## src/rtl/console_pkg.sv

```systemverilog
// Shared types and constants for the console receive path.
package console_pkg;

  typedef enum logic [1:0] {
    ST_IDLE,
    ST_START,
    ST_DATA,
    ST_STOP
  } rx_state_e;

  localparam int unsigned DIV_RESET_DEFAULT = 53333;
  localparam int unsigned DIV_MIN_DEFAULT   = 4;
  localparam int unsigned RX_VALID_BIT      = 8;

endpackage

```

## src/rtl/console_rx_if.sv

```systemverilog
// CPU-facing register port of the console receiver: divisor register and data pop port.
interface console_rx_if;
  logic [3:0]  reg_div_we;
  logic [31:0] reg_div_di;
  logic [31:0] reg_div_do;
  logic        reg_dat_re;
  logic [31:0] reg_dat_do;

  modport master (
    output reg_div_we, reg_div_di, reg_dat_re,
    input  reg_div_do, reg_dat_do
  );

  modport slave (
    input  reg_div_we, reg_div_di, reg_dat_re,
    output reg_div_do, reg_dat_do
  );
endinterface

```

## src/rtl/console_rx_fifo.sv

```systemverilog
// Single-clock byte FIFO; pop ignored when empty, push ignored when full unless a pop frees the slot.
module rx_fifo #(
  parameter int DEPTH = 16,
  parameter int WIDTH = 8,
  localparam int AW = $clog2(DEPTH)
) (
  input  logic             clk,
  input  logic             rst_n,
  input  logic             push_i,
  input  logic [WIDTH-1:0] push_dat_i,
  input  logic             pop_i,
  output logic [WIDTH-1:0] head_dat_o,
  output logic             full_o,
  output logic             empty_o,
  output logic [AW:0]      count_o
);

  logic [WIDTH-1:0] mem_q [DEPTH];
  logic [AW-1:0]    wr_ptr_q, rd_ptr_q;
  logic [AW:0]      count_q;
  logic             pop_ok, push_ok;

  assign empty_o    = (count_q == '0);
  assign full_o     = (count_q == (AW+1)'(DEPTH));
  assign count_o    = count_q;
  assign head_dat_o = mem_q[rd_ptr_q];
  assign pop_ok     = pop_i && !empty_o;
  assign push_ok    = push_i && (!full_o || pop_ok);

  always_ff @(posedge clk) begin
    if (push_ok) mem_q[wr_ptr_q] <= push_dat_i;
  end

  always_ff @(posedge clk or negedge rst_n) begin
    if (!rst_n) begin
      wr_ptr_q <= '0;
      rd_ptr_q <= '0;
      count_q  <= '0;
    end else begin
      if (push_ok) wr_ptr_q <= wr_ptr_q + AW'(1);
      if (pop_ok)  rd_ptr_q <= rd_ptr_q + AW'(1);
      case ({push_ok, pop_ok})
        2'b10:   count_q <= count_q + (AW+1)'(1);
        2'b01:   count_q <= count_q - (AW+1)'(1);
        default: count_q <= count_q;
      endcase
    end
  end

endmodule

```

## src/rtl/console_rx.sv

```systemverilog
// 8N1 console receiver: synchroniser, baud counter, framing FSM and byte FIFO behind a polled read port.
module console_rx
  import console_pkg::*;
#(
  parameter int FIFO_DEPTH = 16,
  parameter int DIV_RESET  = DIV_RESET_DEFAULT,
  parameter int DIV_MIN    = DIV_MIN_DEFAULT
) (
  input  logic                        clk,
  input  logic                        resetn,
  input  logic                        ser_rx,
  console_rx_if.slave                 bus,
  output logic [$clog2(FIFO_DEPTH):0] rx_count,
  output logic                        rx_overrun,
  output logic                        rx_frame_err
);

  logic        sync1_q, sync2_q, prev_q;
  logic [31:0] div_q, div_d, eff_div;
  rx_state_e   state_q;
  logic [31:0] cnt_q;
  logic [2:0]  bit_idx_q;
  logic [7:0]  shift_q;
  logic        overrun_q, ferr_q;
  logic        bit_tick, push, ferr_set, flag_clr;
  logic        fifo_full, fifo_empty;
  logic [7:0]  head_dat;

  always_ff @(posedge clk or negedge resetn) begin
    if (!resetn) begin
      sync1_q <= 1'b1;
      sync2_q <= 1'b1;
      prev_q  <= 1'b1;
    end else begin
      sync1_q <= ser_rx;
      sync2_q <= sync1_q;
      prev_q  <= sync2_q;
    end
  end

  always_comb begin
    div_d = div_q;
    for (int i = 0; i < 4; i++) begin
      if (bus.reg_div_we[i]) div_d[8*i +: 8] = bus.reg_div_di[8*i +: 8];
    end
  end

  always_ff @(posedge clk or negedge resetn) begin
    if (!resetn) div_q <= 32'(DIV_RESET);
    else         div_q <= div_d;
  end

  assign eff_div        = (div_q < 32'(DIV_MIN)) ? 32'(DIV_MIN) : div_q;
  assign bus.reg_div_do = div_q;

  assign bit_tick = (cnt_q == '0);
  assign push     = (state_q == ST_STOP) && bit_tick && sync2_q;
  assign ferr_set = (state_q == ST_STOP) && bit_tick && !sync2_q;

  // The -1 on each load absorbs the edge-detect and zero-compare cycles so bits stay exactly eff_div apart.
  always_ff @(posedge clk or negedge resetn) begin
    if (!resetn) begin
      state_q   <= ST_IDLE;
      cnt_q     <= '0;
      bit_idx_q <= '0;
      shift_q   <= '0;
    end else begin
      case (state_q)
        ST_IDLE: begin
          if (prev_q && !sync2_q) begin
            cnt_q   <= (eff_div >> 1) - 32'd1;
            state_q <= ST_START;
          end
        end
        ST_START: begin
          if (bit_tick) begin
            if (!sync2_q) begin
              cnt_q     <= eff_div - 32'd1;
              bit_idx_q <= '0;
              state_q   <= ST_DATA;
            end else begin
              state_q <= ST_IDLE;
            end
          end else begin
            cnt_q <= cnt_q - 32'd1;
          end
        end
        ST_DATA: begin
          if (bit_tick) begin
            shift_q   <= {sync2_q, shift_q[7:1]};
            cnt_q     <= eff_div - 32'd1;
            bit_idx_q <= bit_idx_q + 3'd1;
            if (bit_idx_q == 3'd7) state_q <= ST_STOP;
          end else begin
            cnt_q <= cnt_q - 32'd1;
          end
        end
        ST_STOP: begin
          if (bit_tick) state_q <= ST_IDLE;
          else          cnt_q   <= cnt_q - 32'd1;
        end
        default: state_q <= ST_IDLE;
      endcase
    end
  end

  rx_fifo #(.DEPTH(FIFO_DEPTH), .WIDTH(8)) u_fifo (
    .clk        (clk),
    .rst_n      (resetn),
    .push_i     (push),
    .push_dat_i (shift_q),
    .pop_i      (bus.reg_dat_re),
    .head_dat_o (head_dat),
    .full_o     (fifo_full),
    .empty_o    (fifo_empty),
    .count_o    (rx_count)
  );

  // A read strobe on an empty FIFO acknowledges the sticky error flags.
  assign flag_clr = bus.reg_dat_re && fifo_empty;

  always_ff @(posedge clk or negedge resetn) begin
    if (!resetn) begin
      overrun_q <= 1'b0;
      ferr_q    <= 1'b0;
    end else begin
      if (flag_clr) begin
        overrun_q <= 1'b0;
        ferr_q    <= 1'b0;
      end
      if (push && fifo_full && !bus.reg_dat_re) overrun_q <= 1'b1;
      if (ferr_set) ferr_q <= 1'b1;
    end
  end

  assign rx_overrun     = overrun_q;
  assign rx_frame_err   = ferr_q;
  assign bus.reg_dat_do = fifo_empty ? 32'h0 : {23'b0, 1'b1, head_dat};

endmodule

```

## src/flat_wrapper.sv

```systemverilog
// flat-port wrapper written by rule: the top's interface ports become plain ports
module console_rx_flat import console_pkg::*;
#(
  parameter int FIFO_DEPTH = 16,
  parameter int DIV_RESET  = DIV_RESET_DEFAULT,
  parameter int DIV_MIN    = DIV_MIN_DEFAULT
)
  (clk, resetn, ser_rx, rx_count, rx_overrun, rx_frame_err, bus_reg_div_we, bus_reg_div_di, bus_reg_dat_re, bus_reg_div_do, bus_reg_dat_do);
  console_rx_if bus_i ();
  input  logic clk;
  input  logic resetn;
  input  logic ser_rx;
  output logic [$clog2(FIFO_DEPTH):0] rx_count;
  output logic rx_overrun;
  output logic rx_frame_err;
  input wire logic [$bits(bus_i.reg_div_we)-1:0] bus_reg_div_we;
  input wire logic [$bits(bus_i.reg_div_di)-1:0] bus_reg_div_di;
  input wire logic [$bits(bus_i.reg_dat_re)-1:0] bus_reg_dat_re;
  output wire logic [$bits(bus_i.reg_div_do)-1:0] bus_reg_div_do;
  output wire logic [$bits(bus_i.reg_dat_do)-1:0] bus_reg_dat_do;
  assign bus_i.reg_div_we = bus_reg_div_we;
  assign bus_i.reg_div_di = bus_reg_div_di;
  assign bus_i.reg_dat_re = bus_reg_dat_re;
  assign bus_reg_div_do = bus_i.reg_div_do;
  assign bus_reg_dat_do = bus_i.reg_dat_do;
  console_rx #(.FIFO_DEPTH(FIFO_DEPTH), .DIV_RESET(DIV_RESET), .DIV_MIN(DIV_MIN)) u_core (.clk(clk), .resetn(resetn), .ser_rx(ser_rx), .bus(bus_i), .rx_count(rx_count), .rx_overrun(rx_overrun), .rx_frame_err(rx_frame_err));
endmodule
```

## config.mk

```make
export PLATFORM = sky130hd
export DESIGN_NAME = console_rx_flat
export DESIGN_NICKNAME = d
export VERILOG_FILES = /design/src/rtl/console_pkg.sv /design/src/rtl/console_rx_if.sv /design/src/rtl/console_rx_fifo.sv /design/src/rtl/console_rx.sv /design/src/flat_wrapper.sv
export SDC_FILE = /design/constraint.sdc
export NUM_CORES = 1
export LEC_CHECK = 0
export CORE_MARGIN = 2
export CORE_UTILIZATION = 60
export CTS_BUF_LIST = sky130_fd_sc_hd__clkbuf_4
export CTS_CLUSTER_DIAMETER = 60
export CTS_CLUSTER_SIZE = 30
export DETAILED_ROUTE_END_ITERATION = 10
export PLACE_DENSITY = 0.9
export REMOVE_ABC_BUFFERS = 1
export SYNTH_ARGS = -nofsm -noshare
export SYNTH_HDL_FRONTEND = slang
export SYNTH_HIERARCHICAL = 1
export SYNTH_SLANG_ARGS = --single-unit
```

## constraint.sdc

```tcl
create_clock -name clk -period 6.7 [get_ports clk]
set_input_delay 0.67 -clock clk [delete_from_list [all_inputs] [get_ports clk]]
set_output_delay 0.67 -clock clk [all_outputs]
set_load 0.05 [all_outputs]
```

==> out/qor.csv <==
metric;value;unit
run status;complete, no violations;
Worst Setup Path Type;register to register;
critical path required time;7.24;ns
TritonCTS clock tree;yes;
final-report hold violation count;0;
largest net degree at the start of global routing;59;
Yosys cell types;88;
most repeated cell in the gate-level netlist after synthesis;sky130_fd_sc_hd__edfxtp_1;
setup repair after global routing missed its margin;no;
maximum ir drop on the vdd rail;227;uV
deepest level of the CTS H-tree;1;
Yosys warning total;6;
Post-Syn Instances;970;
mux contribution to synthesized area;10.9;%
DRC violation count after routing;0;
Synth async-reset ratio;42.6;%
area share of and/or/nand/nor cells after synthesis;14.0;%
Nets;1088;
number of synthesized flops with an enable pin;128;
CTS root buffer;sky130_fd_sc_hd__clkbuf_4;
detailed-route via count;8422;
XOR/XNOR Fraction of Synth Area;5.57;%
path type of the worst min-delay path;register to register;
Area growth syn-to-layout;10.3;%
Filler cells;1421;
critical path arrival;5.29;ns
critical-path maximum fanout;10;
Logic pwr share;43.0;%
first-pass GRT wire length;45400;um
Reg power frac;41.9;%
PwrDens;347;nW/um2
GR Util All Layers;28.4;%
top post-synthesis cells by count;sky130_fd_sc_hd__edfxtp_1 (128), sky130_fd_sc_hd__dfrtp_1 (85), sky130_fd_sc_hd__nand2_1 (72);
Post-Route Utilization;67.1;%
DIE WIDTH;144;um
number of resized instances in the post-cts repair step;0;
maximum clock frequency;0.210;GHz
I/O Buffers;87;
min cycle time layout;4.75;ns
wire length per cell;22.2;um
clock transition at the registers of the reported paths;0.19;ns
Switching Power;1.93;mW
fin crit share;71.0;%
total negative setup slack;0;ns
antenna cell count;0;
Max clock buf depth;3;
floorplan die area;20800;um2
io pins;111;
area share of the largest cell type after synthesis;32.6;%
Startpoint Class;register;
final WL;28900;um
worst-margin pin slew;1.10;ns
remaining number of nets flagged by the antenna check after routing;0;
combinational family with the most area after synthesis;simple AND/OR/NAND/NOR gates;
Clock Skews;0.0862;ns
share of final-layout standard cells stronger than drive strength 1;13.9;%
area taken by multi-input logic gates;5110;um2
effective utilization at floorplan;60.8;%
overall power consumption;4.52;mW
slowest cell delay on critical path;0.85;ns
detailed placer's ending HPWL;20300;um
synthesized-area fraction occupied by ao, oa, aoi and oai cells;10.1;%
adder-cell share of the synthesized area;2.08;%
setup slack on the worst flop-to-flop path;1.95;ns
DRT Pass-1 Iters;6;
Slew Limit Fails;0;
remaining global-route overflow;0;
antenna violations before repair;0;
clock sink count;223;
ordered list of cells on the worst path;or4_4 > nor4_4 > nand3_1 > nand2_1 > ha_1 > nor3b_1 > nand4_1 > nor4b_1 > nand2_1 > xor2_1 > o21ai_0 > a221o_1;
register area;6230;um2
design internal power;2.58;mW
sequential cell area fraction in the yosys report;52.8;%
number of global-route vias before repair;8350;
cell type with the largest total area after synthesis;sky130_fd_sc_hd__edfxtp_1;
WP buf/inv;0;
latest clock arrival within the worst-skew pair;0.70;ns
per-instance average area after synthesis;12.2;um2
proportion of power drawn by the clock network;15.2;%
vertical die dimension;144;um
starting DRC count in detailed routing;797;
leakage power;4.71;nW
Crit. End Element;register;
number of core rows;51;
number of buffers created by CTS;16;
worst-path cell with the longest stage delay;sky130_fd_sc_hd__nor4b_1;
Floorplan Core Area;19400;um2
relative max-transition margin;26.6;%
cell family with the largest share of critical-path delay;simple AND/OR/NAND/NOR gates;
number of synthesized register bits;223;
area of the mapped netlist;11800;um2
count of endpoints failing setup in the final report;0;
routed via count divided by cell count;6.46;
last weighted congestion value of the routability-driven placer;0.933;
max-cap violations;0;
dominant synthesized flop cell;sky130_fd_sc_hd__edfxtp_1;
top area cells in the synthesized netlist;sky130_fd_sc_hd__edfxtp_1 (33%), sky130_fd_sc_hd__dfrtp_1 (18%), sky130_fd_sc_hd__mux4_2 (4.0%);
cell seen most often among critical-path stages;sky130_fd_sc_hd__nand2_1;
proportion of total power due to net switching;42.8;%
-- sequential cells by signal (all words and copies together), names as in the netlist, 3 cells and up, named ones only --
| register | count |
|---|---|
| u_core/cnt_q | 32 |
| u_core/u_fifo/mem_q | 128 |
| u_core/u_fifo/rd_ptr_q | 4 |
| u_core/u_fifo/wr_ptr_q | 4 |
| u_core/shift_q | 8 |
| u_core/bus.reg_div_do | 32 |
| u_core/bit_idx_q | 3 |
| u_core/u_fifo/count_o | 5 |
-- worst reg2reg max path: stages, from the launching register on --
cell	delay [ns]
sky130_fd_sc_hd__dfrtp_1	0.53
sky130_fd_sc_hd__or4_4	0.57
sky130_fd_sc_hd__nor4_4	0.43
sky130_fd_sc_hd__nand3_1	0.22
sky130_fd_sc_hd__nand2_1	0.17
sky130_fd_sc_hd__ha_1	0.21
sky130_fd_sc_hd__nor3b_1	0.64
sky130_fd_sc_hd__nand4_1	0.35
sky130_fd_sc_hd__nor4b_1	0.85
sky130_fd_sc_hd__nand2_1	0.15
sky130_fd_sc_hd__xor2_1	0.16
sky130_fd_sc_hd__o21ai_0	0.08
sky130_fd_sc_hd__a221o_1	0.30
-- kinds of logic (layout without fill, tap and decap cells) --
logic type	Yosys count	in the layout
and+or+nand+nor	307	307
DFF	223	223
AOI/OAI and AO/OA	164	164
buffers and inverters	102	149
muxes	79	79
xor gates and xnor gates	75	75
adders and majority gates	19	19
other	1	23
-- routing by layer --
metal  up-vias  wire (um)  track usage [%]
met5         -          0                0
li1       3725          -                -
met1      4081      10700             35.7
met4         0       1190             12.3
met3        95       2630             5.23
met2       521      14400             48.5
-- final timing paths --
kind / end / start / depth (start not counted)
hold / removal: u_core/prev_q$_DFF_PN1_ / u_core/sync2_q$_DFF_PN1_ / 0
max in group asynchronous: u_core/cnt_q[19]$_DFFE_PN0P_ / resetn / 3
setup reg to reg: u_core/cnt_q[19]$_DFFE_PN0P_ / u_core/bus.reg_div_do[5]$_DFFE_PN0P_ / 12
hold reg to reg: u_core/prev_q$_DFF_PN1_ / u_core/sync2_q$_DFF_PN1_ / 0
min in group asynchronous: async pin / resetn / 2
setup / recovery: u_core/cnt_q[19]$_DFFE_PN0P_ / u_core/bus.reg_div_do[5]$_DFFE_PN0P_ / 12
-- metrics by stage --
| stage | hold slack, ns | setup slack (ns) | instances | area [um2] |
|---|---|---|---|---|
| floorplan | 0.345 | 2.49 | 910 | 11400 |
| global placement | 0.349 | 2.15 | 1275 | 12700 |
| detailed placement | 0.352 | 2.01 | 1275 | 12700 |
| CTS | 0.369 | 1.98 | 1304 | 13000 |
| global route | 0.367 | 1.61 | 1304 | 13000 |
| finish | 0.359 | 1.95 | 1304 | 13000 |
-- cell type report --
type	count	area share [%]
multi-input cells	667	39.3
clock buffers	18	1.04
repair buffers	101	7.50
well taps	265	2.55
flip-flops and latches	223	47.9
clock inverters	10	1.12
inverters	20	0.577
-- placed cells by master (no fill, tap or decap), types with 12 or more instances in the layout --
master / n
sky130_fd_sc_hd__nor3_1: 32
sky130_fd_sc_hd__dfrtp_1: 84
sky130_fd_sc_hd__buf_4: 14
sky130_fd_sc_hd__nand2_1: 72
sky130_fd_sc_hd__a21oi_1: 34
sky130_fd_sc_hd__mux2_2: 41
sky130_fd_sc_hd__nand3_1: 26
sky130_fd_sc_hd__clkbuf_4: 18
sky130_fd_sc_hd__ha_1: 18
sky130_fd_sc_hd__conb_1: 23
sky130_fd_sc_hd__edfxtp_1: 128
sky130_fd_sc_hd__xnor2_1: 40
sky130_fd_sc_hd__or4_1: 12
sky130_fd_sc_hd__mux4_2: 21
sky130_fd_sc_hd__a22oi_1: 18
sky130_fd_sc_hd__nor4_1: 22
sky130_fd_sc_hd__nor2_1: 70
sky130_fd_sc_hd__o21ai_0: 30
sky130_fd_sc_hd__inv_1: 20
sky130_fd_sc_hd__xor2_1: 35
sky130_fd_sc_hd__clkdlybuf4s50_1: 86
-- what timing repair did --
| item | 4_1_cts | 5_1_grt |
|---|---|---|
| buffers inserted | 0 | 0 |
| hold buffers | 1 | 0 |
| hold endpoints to repair | 32 | 0 |
-- power by group through the flow --
stage                     logic [mW]  registers [mW]  clock network [mW]
after floorplan                 1.22            1.98                   0
after global routing            2.08            1.92               0.745
after global placement          1.85            1.90                   0
final                           1.94            1.89               0.685
after CTS                       1.91            1.88               0.700
after detailed placement        1.90            1.91                   0
(Power assumes the default switching activity.)
